<file path="src/rtl/multi_cycle_controller.sv">
// Moore FSM controller for a multi-cycle MIPS-style datapath, with a retired-instruction counter.
// Optional macro CTRL_MEM_READY_EN adds mem_ready_i and stalls FETCH/MEMRD/MEMWR on it.
module multi_cycle_controller (
  input  logic        clk_i,
  input  logic        rst_i,
`ifdef CTRL_MEM_READY_EN
  input  logic        mem_ready_i,
`endif
  input  logic [5:0]  op_i,
  input  logic [5:0]  funct_i,
  input  logic        zero_i,
  output logic        pc_write_o,
  output logic        iord_o,
  output logic        mem_write_o,
  output logic        ir_write_o,
  output logic        mem_to_reg_o,
  output logic        reg_dst_o,
  output logic        reg_write_o,
  output logic        alu_src_a_o,
  output logic [1:0]  alu_src_b_o,
  output logic [1:0]  pc_src_o,
  output logic [3:0]  alu_control_o,
  output logic [3:0]  state_o,
  output logic        illegal_o,
  output logic [31:0] retired_o
);
  typedef enum logic [3:0] {
    FETCH = 4'd0, DECODE = 4'd1, MEMADR = 4'd2, MEMRD = 4'd3,
    MEMWB = 4'd4, MEMWR = 4'd5, EXEC = 4'd6, ALUWB = 4'd7,
    BRANCH = 4'd8, ADDIEX = 4'd9, ADDIWB = 4'd10, JUMP = 4'd11
  } state_t;

  localparam logic [5:0] OP_LW = 6'b100011, OP_SW = 6'b101011, OP_R = 6'b000000,
                         OP_BEQ = 6'b000100, OP_ADDI = 6'b001000, OP_J = 6'b000010;
  localparam logic [3:0] ALU_ADD = 4'b0010, ALU_SUB = 4'b0110;

  state_t state, next, dec;
  logic   mem_rdy, retire;

`ifdef CTRL_MEM_READY_EN
  assign mem_rdy = mem_ready_i;
`else
  assign mem_rdy = 1'b1;
`endif

  always_ff @(posedge clk_i) begin
    if (rst_i) begin
      state     <= FETCH;
      retired_o <= '0;
    end else begin
      state <= next;
      if (retire) retired_o <= retired_o + 32'd1;
    end
  end

  always_comb begin
    next   = FETCH;
    retire = 1'b0;
    case (state)
      FETCH:  next = mem_rdy ? DECODE : FETCH;
      DECODE: begin
        case (op_i)
          OP_LW, OP_SW: next = MEMADR;
          OP_R:         next = EXEC;
          OP_BEQ:       next = BRANCH;
          OP_ADDI:      next = ADDIEX;
          OP_J:         next = JUMP;
          default:      next = FETCH;
        endcase
      end
      MEMADR: next = (op_i == OP_LW) ? MEMRD : MEMWR;
      MEMRD:  next = mem_rdy ? MEMWB : MEMRD;
      MEMWR:  begin
        next   = mem_rdy ? FETCH : MEMWR;
        retire = mem_rdy;
      end
      EXEC:   next = ALUWB;
      ADDIEX: next = ADDIWB;
      MEMWB, ALUWB, BRANCH, ADDIWB, JUMP: begin
        next   = FETCH;
        retire = 1'b1;
      end
      default: next = FETCH;
    endcase
  end

  // While in reset the output decode behaves as FETCH, with all write strobes suppressed.
  assign dec     = rst_i ? FETCH : state;
  assign state_o = state;

  always_comb begin
    pc_write_o    = 1'b0;
    iord_o        = 1'b0;
    mem_write_o   = 1'b0;
    ir_write_o    = 1'b0;
    mem_to_reg_o  = 1'b0;
    reg_dst_o     = 1'b0;
    reg_write_o   = 1'b0;
    alu_src_a_o   = 1'b0;
    alu_src_b_o   = 2'b00;
    pc_src_o      = 2'b00;
    alu_control_o = ALU_ADD;
    illegal_o     = 1'b0;
    case (dec)
      FETCH: begin
        ir_write_o  = mem_rdy;
        pc_write_o  = mem_rdy;
        alu_src_b_o = 2'b01;
      end
      DECODE: begin
        alu_src_b_o = 2'b11;
        illegal_o   = !(op_i inside {OP_LW, OP_SW, OP_R, OP_BEQ, OP_ADDI, OP_J});
      end
      MEMADR, ADDIEX: begin
        alu_src_a_o = 1'b1;
        alu_src_b_o = 2'b10;
      end
      MEMRD: iord_o = 1'b1;
      MEMWB: begin
        mem_to_reg_o = 1'b1;
        reg_write_o  = 1'b1;
      end
      MEMWR: begin
        iord_o      = 1'b1;
        mem_write_o = 1'b1;
      end
      EXEC: begin
        alu_src_a_o = 1'b1;
        case (funct_i)
          6'b100000: alu_control_o = ALU_ADD;
          6'b100010: alu_control_o = ALU_SUB;
          6'b100100: alu_control_o = 4'b0000;
          6'b100101: alu_control_o = 4'b0001;
          6'b101010: alu_control_o = 4'b0111;
          default:   illegal_o     = 1'b1;
        endcase
      end
      ALUWB: begin
        reg_dst_o   = 1'b1;
        reg_write_o = 1'b1;
      end
      ADDIWB: reg_write_o = 1'b1;
      BRANCH: begin
        alu_src_a_o   = 1'b1;
        alu_control_o = ALU_SUB;
        pc_src_o      = 2'b01;
        pc_write_o    = zero_i;
      end
      JUMP: begin
        pc_src_o   = 2'b10;
        pc_write_o = 1'b1;
      end
      default: ;
    endcase
    if (rst_i) begin
      pc_write_o  = 1'b0;
      ir_write_o  = 1'b0;
      mem_write_o = 1'b0;
      reg_write_o = 1'b0;
    end
  end
endmodule

</file>
<file path="config.mk">
export PLATFORM = sky130hd
export DESIGN_NAME = multi_cycle_controller
export DESIGN_NICKNAME = d
export VERILOG_FILES = /design/src/rtl/multi_cycle_controller.sv
export SDC_FILE = /design/constraint.sdc
export NUM_CORES = 1
export LEC_CHECK = 0
export ABC_AREA = 1
export BUFFER_PORTS_ARGS = -buffer_cell sky130_fd_sc_hd__buf_2
export CAP_MARGIN = 15
export CORE_AREA = 8 8 87 89
export CTS_CLUSTER_SIZE = 28
export DETAILED_ROUTE_END_ITERATION = 10
export DIE_AREA = 0 0 95 97
export GPL_TIMING_DRIVEN = 0
export PLACE_DENSITY = 0.62
export SYNTH_ARGS = -nofsm -noshare
export SYNTH_HDL_FRONTEND = slang
export SYNTH_SLANG_ARGS = --single-unit
</file>
<file path="constraint.sdc">
create_clock -name clk_i -period 1.5 [get_ports clk_i]
set_input_delay 0.3 -clock clk_i [delete_from_list [all_inputs] [get_ports clk_i]]
set_output_delay 0.3 -clock clk_i [all_outputs]
set_load 0.05 [all_outputs]
</file>
==> run_results.csv <==
group,metric,value,unit
synth,synth-edff-count,0,
detailed_routing,via_per_inst,5.174,
worst_setup_path,cp-end-kind,"primary output",
worst_setup_path,cp.required,1.20,ns
clock_network,clk_pin_slew,0.08,ns
synth,synthCells,410,
synth,synth_async_sr_flop_share,0,%
floorplan,core_area,0.006205,sq mm
synth,synth-seq-cells,36,
detailed_routing,drt_iter0_drc,193,
floorplan,pin_count,68,
detailed_routing,avgRoutedWirePerCell,14.94,microns
status,violations,"setup timing",
synth,syn_nets,426,
placement,dpl.hpwl,5.994,mm
synth,seq_area_frac_synth,30.02,%
global_routing,grt_start_max_net_pins,12,
clock_network,cts.sinks,36,
placement,placed_area,0.003028,sq mm
clock_network,clockBufferDepth,2,
global_routing,grt.total_usage,16.91,%
synth,synth_warnings,0,
worst_setup_path,worstSetupPathType,"reg2out",
floorplan,die_area,0.009215,sq mm
job,cap_violations,0,
final_layout,finalNetCount,530,
detailed_routing,drtPass1Iterations,5,
final_layout,syn_to_final_growth,63.99,%
worst_hold_path,hold_path.class,"in2reg",
clock_network,cts_hold_buf,0,
worst_setup_path,crit_path_start_kind,"flip-flop",
clock_network,h-tree-depth,2,
global_routing,grt_pass1_wl,12.81,mm
detailed_routing,dr_total_vias,3063,
power_and_ir_drop,peakVddDrop,450.5,uV
clock_network,cts_tree,"done",
clock_network,cts-root-buf,"clkbuf_8",
synth,ys_types,34,
sta,setup_violations,42,
final_layout,design_area,0.003938,sq mm
worst_hold_path,hold-path-endpoint,"retired_o[2]",
final_layout,final_cell_mix,"nand2_1 (90), nor2_1 (77), buf_2 (48), inv_1 (36), dfxtp_2 (25)",
final_layout,n_antenna_cell,0,
floorplan,die_x,95,microns
power_and_ir_drop,power.density,558.4,mW/mm^2
power_and_ir_drop,cellLeakagePower,0.001652,uW
worst_setup_path,reg2regPathDepth,11,
global_routing,grt_pass1_vias,2663,
final_layout,instances_no_fill,592,
sta,drv_slew,0,
floorplan,dieHeight,97,microns
synth,synthesis.area,0.002401,sq mm
sta,clock.fmax,530.4,MHz
final_layout,utilization,63.46,%
worst_hold_path,hold_start,"rst_i",
clock_network,numCtsBuffers,5,
detailed_routing,drc_errors,0,
detailed_routing,wirelength,8.842,mm
final_layout,layout-drive-gt1-share,44.66,%
placement,gp_congestion,0.9261,
floorplan,initial_core_util,38.70,%
status,status,"finished with violations",
detailed_routing,drt.antenna.violating_nets,0,
synth,avgSynthCellArea,5.856,sq um
worst_setup_path,rrSetupSlack,-0.13,ns
global_routing,antenna_found_initial,0,
sta,period_needed,1.885,ns
placement,place_inst,552,
sta,maxSlewHeadroom,57.22,%
sta,holdWs,0.3456,ns
worst_setup_path,reg2reg_to,"retired_o[21]",
worst_setup_path,arrival,1.59,ns
sta,rsz0062_at_grt,"yes",
final_layout,final_common_cell,"nand2_1",
sta,fin_skew,0.007020,ns
worst_setup_path,reg2reg_from,"state_o[3]",
placement,portBuffers,65,
sta,setup_ws,-0.3854,ns
sta,finalCritPeriodShare,125.7,%
synth,synth_ff_type,"dfxtp_1",
global_routing,grt_overflow,0,
worst_hold_path,hold_depth,2,
sta,tightest_slew,0.6417,ns
clock_network,worstSkewPairLatency,0.30,ns
sta,hold_viol,0,
worst_setup_path,path_max_fanout,4,
floorplan,num_rows,29,
[logic make-up after synthesis]
group	after synthesis	synth area share (%)
compound gates	39	9.224
xor+xnor	4	1.459
fa+ha+maj	1	0.5210
buf+inv	57	10.06
flops	36	30.02
other cells	1	0.1562
simple gates	272	48.57
[flip-flops by register name (all words and copies together) (netlist names)]
name       flops
retired_o     32
state_o        4
[routing by layer]
metal	wire [microns]	GRT usage [%]	vias to the layer above	share of wire [%]
met3	652	4.250	21	7.4
met5	0	0	-	0
met2	4274	27.84	131	48
met1	3714	21.51	1406	42
met4	201	3.365	0	2.3
li1	-	-	1505	-
[through the flow]
step | setup slack, ns | total power (uW) | TNS [ns]
2_1_floorplan | -0.7537 | 1147 | -2.635
5_1_grt | -0.4682 | 2264 | -8.140
3_5_place_dp | -0.3810 | 1208 | -2.067
4_1_cts | -0.3409 | 2145 | -2.917
6_report | -0.3854 | 2199 | -5.358
3_3_place_gp | -0.3947 | 1206 | -2.069
[power breakdown]
| group | switching, uW | internal, uW | total, uW |
|---|---|---|---|
| sequential | 10.5 | 951 | 961 |
| combinational | 205 | 127 | 333 |
| clock | 385 | 520 | 905 |
[critical path, cell delays in order (launching register included)]
cell,delay (ns)
dfxtp_4,0.41
inv_4,0.05
nor2_4,0.11
nand2_2,0.08
nor2_4,0.13
nand4_1,0.17
buf_4,0.19
buf_8,0.14
[cell usage after synthesis (2+ instances only)]
library cell	number	area [sq um]
nand3b_1	3	22.52
nand2_2	3	18.77
nand3_1	26	130.1
a21oi_1	20	100.1
nand4_1	6	37.54
buf_4	2	15.01
dfxtp_1	36	720.7
o21ai_0	11	55.05
nand2_1	110	412.9
inv_2	2	7.510
nor2_2	4	25.02
inv_1	46	172.7
nand2_4	2	22.52
nor3_1	9	45.04
xor2_1	4	35.03
clkbuf_1	4	15.01
nor2_1	101	379.1
o22ai_1	2	12.51
and3_1	4	25.02
[cell type report]
class | instances | area (sq um)
Buffer | 9 | 98.84
Clock buffer | 8 | 121.4
Fill cell | 545 | 2267
Inverter | 48 | 185.2
Multi-Input combinational cell | 317 | 1886
Sequential cell | 36 | 774.5
Tap cell | 77 | 96.34
Timing Repair Buffer | 97 | 775.7
[repair_timing]
item                       4_1_cts  5_1_grt
buffers inserted                 8       23
setup endpoints to repair       20       40
gates resized for setup         57       91
pin swaps                       11       28
cloned                           0        2
[worst max-delay path by stage]
stage / slack [ns] / end / depth (start not counted) / startpoint
finish: -0.39 / alu_control_o[1] / 7 / state_o[2]
global route: -0.47 / alu_control_o[0] / 7 / state_o[2]
CTS: -0.34 / alu_control_o[0] / 7 / state_o[2]
detailed placement: -0.38 / illegal_o / 6 / state_o[2]
global placement: -0.39 / illegal_o / 6 / state_o[2]
floorplan: -0.75 / alu_control_o[0] / 6 / state_o[2]
No activity file was read; power rests on OpenSTA's default activity.
